[config.mk]
export PLATFORM = sky130hd
export DESIGN_NAME = div_seq_16x8_2sc
export DESIGN_NICKNAME = d
export VERILOG_FILES = /design/src/rtl/div_pkg.sv /design/src/rtl/div_step_16x8.sv /design/src/rtl/div_seq_16x8_2sc.sv
export SDC_FILE = /design/constraint.sdc
export NUM_CORES = 1
export LEC_CHECK = 0
export CAP_MARGIN = 20
export CORE_MARGIN = 3
export CORE_UTILIZATION = 40
export CTS_CLUSTER_SIZE = 20
export DETAILED_ROUTE_END_ITERATION = 6
export PLACE_DENSITY_LB_ADDON = 0.08
export SYNTH_ARGS = -nofsm -noshare
export SYNTH_HDL_FRONTEND = slang
export SYNTH_SLANG_ARGS = --single-unit
[constraint.sdc]
create_clock -name clk -period 2.8 [get_ports clk]
set_input_delay 0.56 -clock clk [delete_from_list [all_inputs] [get_ports clk]]
set_output_delay 0.56 -clock clk [all_outputs]
set_load 0.1 [all_outputs]
[src/rtl/div_pkg.sv]
// Shared types and constants for the sequential 16/8 signed divider.
// Holds the state encoding, operand widths and sign-correction helpers.
package div_pkg;

  localparam int DVD_W   = 16;
  localparam int DVS_W   = 8;
  localparam int N_STEPS = 16;
  localparam logic [3:0] LAST_STEP = 4'(N_STEPS - 1);

  typedef enum logic [1:0] {
    IDLE = 2'd0,
    DIV  = 2'd1,
    FIX  = 2'd2,
    DONE = 2'd3
  } state_t;

  // Two's-complement negate when neg is set; -32768 maps onto itself.
  function automatic logic [DVD_W-1:0] cond_neg16(input logic neg, input logic [DVD_W-1:0] v);
    return neg ? (~v + 16'd1) : v;
  endfunction

  function automatic logic [DVS_W-1:0] cond_neg8(input logic neg, input logic [DVS_W-1:0] v);
    return neg ? (~v + 8'd1) : v;
  endfunction

endpackage

[src/rtl/div_step_16x8.sv]
// One restoring division step: shift in a dividend bit, trial-subtract the
// divisor magnitude, keep the difference if it did not go negative.
module div_step_16x8
  import div_pkg::*;
(
  input  logic [8:0]       prem,
  input  logic             next_bit,
  input  logic [DVS_W-1:0] dvs_mag,
  output logic [8:0]       prem_next,
  output logic             q_bit
);

  logic [9:0] shifted_s;
  logic       fits_s;

  assign shifted_s = {prem, next_bit};
  assign fits_s    = (shifted_s >= {2'b00, dvs_mag});
  assign q_bit     = fits_s;
  assign prem_next = fits_s ? 9'(shifted_s - {2'b00, dvs_mag}) : shifted_s[8:0];

endmodule

[src/rtl/div_seq_16x8_2sc.sv]
// Sequential signed 16/8 divider: sign-magnitude restoring division, one
// quotient bit per cycle, valid/ready on both operand and result sides.
module div_seq_16x8_2sc
  import div_pkg::*;
(
  input  logic             clk,
  input  logic             reset,
  input  logic             in_valid,
  output logic             in_ready,
  input  logic [DVD_W-1:0] dividend,
  input  logic [DVS_W-1:0] divisor,
  output logic             out_valid,
  input  logic             out_ready,
  output logic [DVD_W-1:0] quotient,
  output logic [DVS_W-1:0] remainder,
  output logic             div_by_zero,
  output logic             overflow
);

  state_t           state_r, state_s;
  logic [DVD_W-1:0] dvd_mag_r;
  logic [DVD_W-1:0] q_mag_r;
  logic [DVS_W-1:0] dvs_mag_r;
  logic [8:0]       prem_r;
  logic [8:0]       prem_next_s;
  logic             q_bit_s;
  logic [3:0]       cnt_r;
  logic             neg_q_r;
  logic             neg_r_r;
  logic             ovf_pend_r;

  assign in_ready = (state_r == IDLE);

  div_step_16x8 u_step (
    .prem      (prem_r),
    .next_bit  (dvd_mag_r[DVD_W-1]),
    .dvs_mag   (dvs_mag_r),
    .prem_next (prem_next_s),
    .q_bit     (q_bit_s)
  );

  // State register.
  always_ff @(posedge clk or negedge reset) begin
    if (!reset) begin
      state_r <= IDLE;
    end else begin
      state_r <= state_s;
    end
  end

  // Next-state logic; a zero divisor bypasses the iteration entirely.
  always_comb begin
    state_s = state_r;
    case (state_r)
      IDLE: begin
        if (in_valid) begin
          state_s = (divisor == 8'd0) ? DONE : DIV;
        end else begin
          state_s = IDLE;
        end
      end
      DIV: begin
        if (cnt_r == LAST_STEP) begin
          state_s = FIX;
        end else begin
          state_s = DIV;
        end
      end
      FIX:  state_s = DONE;
      DONE: begin
        if (out_valid && out_ready) begin
          state_s = IDLE;
        end else begin
          state_s = DONE;
        end
      end
      default: state_s = IDLE;
    endcase
  end

  // Operand capture, iteration datapath and registered result outputs.
  always_ff @(posedge clk or negedge reset) begin
    if (!reset) begin
      dvd_mag_r   <= 16'd0;
      q_mag_r     <= 16'd0;
      dvs_mag_r   <= 8'd0;
      prem_r      <= 9'd0;
      cnt_r       <= 4'd0;
      neg_q_r     <= 1'b0;
      neg_r_r     <= 1'b0;
      ovf_pend_r  <= 1'b0;
      out_valid   <= 1'b0;
      quotient    <= 16'd0;
      remainder   <= 8'd0;
      div_by_zero <= 1'b0;
      overflow    <= 1'b0;
    end else begin
      case (state_r)
        IDLE: begin
          if (in_valid) begin
            dvd_mag_r  <= cond_neg16(dividend[DVD_W-1], dividend);
            dvs_mag_r  <= cond_neg8(divisor[DVS_W-1], divisor);
            neg_q_r    <= dividend[DVD_W-1] ^ divisor[DVS_W-1];
            neg_r_r    <= dividend[DVD_W-1];
            ovf_pend_r <= (dividend == 16'h8000) && (divisor == 8'hFF);
            cnt_r      <= 4'd0;
            prem_r     <= 9'd0;
            q_mag_r    <= 16'd0;
          end
        end
        DIV: begin
          dvd_mag_r <= {dvd_mag_r[DVD_W-2:0], 1'b0};
          prem_r    <= prem_next_s;
          q_mag_r   <= {q_mag_r[DVD_W-2:0], q_bit_s};
          cnt_r     <= cnt_r + 4'd1;
        end
        FIX: begin
          quotient    <= cond_neg16(neg_q_r, q_mag_r);
          remainder   <= cond_neg8(neg_r_r && (prem_r[7:0] != 8'd0), prem_r[7:0]);
          overflow    <= ovf_pend_r;
          div_by_zero <= 1'b0;
          out_valid   <= 1'b1;
        end
        DONE: begin
          // Entering DONE with no valid result only happens on a zero divisor.
          if (!out_valid) begin
            quotient    <= 16'd0;
            remainder   <= 8'd0;
            overflow    <= 1'b0;
            div_by_zero <= 1'b1;
            out_valid   <= 1'b1;
          end else if (out_ready) begin
            out_valid <= 1'b0;
          end
        end
        default: begin
          out_valid <= 1'b0;
        end
      endcase
    end
  end

endmodule

==> impl_metrics.toml <==
[cells_and_area]
layout-drive-gt1-share = 0.120
num_antenna_cells = 0
final_area_um2 = 5670
final_cell_mix = "nand2_1 (97), dfrtp_1 (85), o21ai_0 (76)"
utilization = 0.492
area_delta_synth_final_pct = 19.7
nets = 614
layout_commonest_cell = "nand2_1"
fillers = 1091

[floorplan]
start_util = 0.411
ios = 56
core-area_um2 = 11500
die_w_um = 115
die_y_um = 115
row_count = 39
die-area_um2 = 13200

[timing]
fin_ws_ns = 0.428
maxSlewHeadroom = 0.411
min_period_ns = 2.37
finalHoldViolations = 0
finalCritPeriodShare = 0.847
maxSlewViolCount = 0
fmax_mhz = 422
fin_worst_skew_ns = 0.00499
rsz0062_at_grt = "false"
finalSetupTns_ns = 0
setup_viol_count_final = 0
max_slew.worst_pin.slew_ns = 0.881

[clock_network]
path_clk_slew_ns = 0.06
holdBufCountCts = 0
clock_latency_ns = 0.34
h-tree-depth = 3
cts_tree = "yes"
clockBufferDepth = 2
cts_resized = 0
cts_root_buf = "clkbuf_16"
numCtsBuffers = 9
cts_setup_buffers = 0
numClockSinks = 85

[worst_setup_path]
crit_arrival_ns = 2.59
max_stage_delay_ns = 0.41
r2r_start = "dvd_mag_r[15]"
critPathCaptureType = "register"
worst_path_most_repeated_cell = "inv_1"
worstPathMaxFanout = 9
slowest_stage = "dfrtp_1"
worstSetupStartpointType = "register"
critPathLaunch = "dvd_mag_r[15]"
worst-setup-path-type = "register to register"
worst_ep_required_time_ns = 3.01
path_cells = "inv_1 -> ha_1 -> inv_1 -> fa_1 -> a21o_1 -> a211oi_1 -> o211a_1 -> buf_4 -> mux2i_1 -> o21ai_0"

[grt]
grt_max_degree = 47
grt_antenna_before_repair = 0
grt_usage = 0.170
globalRoute.totalOverflow = 0
first_global_vias = 3627
grt_pass1_wl_um = 18100

[yosys]
ys_seq_area_frac = 0.449
async_flop_share = 1.00
synth_flop_cell = "dfrtp_1"
synth-edff-count = 0
syn_area_um2 = 4730
yosys_warnings = 0
ys_ff_latch = 85
syn_inst = 523
synth_nets = 566
postSynthAreaPerCell_um2 = 9.05
netlist-cell-type-count = 54

[route]
drtPass1Iterations = 4
ant_nets = 0
routed-via-count = 3796
wirelength_um = 10800
vias_per_cell = 5.28
drt_iter0_markers = 260
wire_per_inst_um = 15.0
drc = 0

[power_and_ir_drop]
power_density_nw_per_um2 = 1350
power_mw = 7.66
peakVddDrop_mv = 0.389
leakagePower_nw = 2.56

[placed_design]
routabilityCongestion = 0.798
dp_slack_ns = 0.240
io_buffers = 55
dp_hpwl_um = 7850
dpl-instance-area_um2 = 5380

[outcome]
outcome = "finished, final reports clean"

[worst_hold_path]
worstHoldPathType = "primary input to async pin"

[run]
drv_cap = 0
[per-stage QoR]
step	instances	hold slack, ns
finish	719	0.209
global route	719	0.246
CTS	719	0.236
detailed placement	703	0.471
global placement	703	0.463
floorplan	523	0.264
[kinds of logic (layout without fill, tap and decap cells)]
kind of cell,count (synthesis),after routing,share of synthesized area
AO/OA/AOI/OAI,142,142,0.185
XOR/XNOR,43,43,0.0795
flip-flops,85,85,0.449
AND/OR/NAND/NOR,180,180,0.185
adder cells (fa/ha/maj),15,15,0.0412
multiplexers,9,9,0.0190
buffers and inverters,49,102,0.0407
[critical path: cells and delay by family, from the launching register on]
kind	cells	cell delay [ns]
muxes	1	0.19
buffers and inverters	3	0.32
AOI/OAI and AO/OA	4	0.78
DFF	1	0.41
adders and majority gates	2	0.54
[report_power, final]
group	leakage, nW	internal [mW]	switching [mW]	total, mW
Sequential	1.08	1.76	0.517	2.28
Clock	0.143	0.713	0.478	1.19
Combinational	1.34	1.40	2.80	4.19
[sequential cells by signal, summed over array words and instances (netlist names), 2 cells and up]
name and count:
cnt_r 4, quotient 16, dvs_mag_r 8, state_r 2, q_mag_r 16, remainder 8, dvd_mag_r 16, prem_r 9
[worst paths after layout]
check                                to  slack, ns  cells past startpoint
max reg2reg                   prem_r[3]       0.43                     10
min reg2reg                remainder[5]       0.48                      2
min                           prem_r[8]       0.21                      1
max                           prem_r[3]       0.43                     10
min in group clk           remainder[5]       0.48                      2
max in group asynchronous   quotient[9]       1.97                      2
[layer usage]
layer	GRT usage	vias to the layer above	part of all wire
met5	0	-	0
met4	0.0532	0	0.016
met3	0.0379	12	0.044
met2	0.250	97	0.43
met1	0.249	1757	0.51
li1	-	1930	-
[synthesized netlist by cell type, types with 2 or more instances]
| cell | number | share of area |
|---|---|---|
| or3b_1 | 2 | 0.0037 |
| ha_1 | 14 | 0.037 |
| nor3_1 | 2 | 0.0021 |
| a22oi_1 | 9 | 0.014 |
| a21o_1 | 2 | 0.0032 |
| or4_4 | 4 | 0.0095 |
| nand2b_1 | 4 | 0.0053 |
| o211ai_1 | 3 | 0.0048 |
| nand3b_1 | 3 | 0.0048 |
| or3_1 | 5 | 0.0066 |
| o41ai_2 | 2 | 0.0069 |
| o41ai_1 | 4 | 0.0074 |
| xnor2_1 | 9 | 0.017 |
| buf_2 | 6 | 0.0063 |
| o31ai_1 | 10 | 0.016 |
| or2_2 | 2 | 0.0026 |
| xor2_1 | 34 | 0.063 |
| o21a_1 | 3 | 0.0048 |
| mux2i_1 | 9 | 0.019 |
| a211oi_1 | 3 | 0.0048 |
| nor2b_1 | 5 | 0.0066 |
| and3_1 | 4 | 0.0053 |
| nand3_1 | 16 | 0.017 |
| nand2_1 | 97 | 0.077 |
| o21ai_0 | 76 | 0.080 |
| dfrtp_1 | 85 | 0.45 |
| inv_1 | 19 | 0.015 |
| nor2_1 | 19 | 0.015 |
| clkbuf_1 | 21 | 0.017 |
| or4_1 | 4 | 0.0063 |
| a21oi_1 | 16 | 0.017 |
| buf_1 | 2 | 0.0016 |
| nand4_1 | 4 | 0.0053 |
| o21ai_1 | 5 | 0.0053 |
[cell type report]
cell class,instances,area [um2],share of cell area
Timing Repair Buffer,67,581,0.102
Clock buffer,12,246,0.0435
Clock inverter,4,47.5,0.00839
Tap cell,143,179,0.0316
Sequential cell,85,2130,0.375
Inverter,19,71.3,0.0126
Multi-Input combinational cell,389,2420,0.426
No activity file was read; power rests on OpenSTA's default activity.
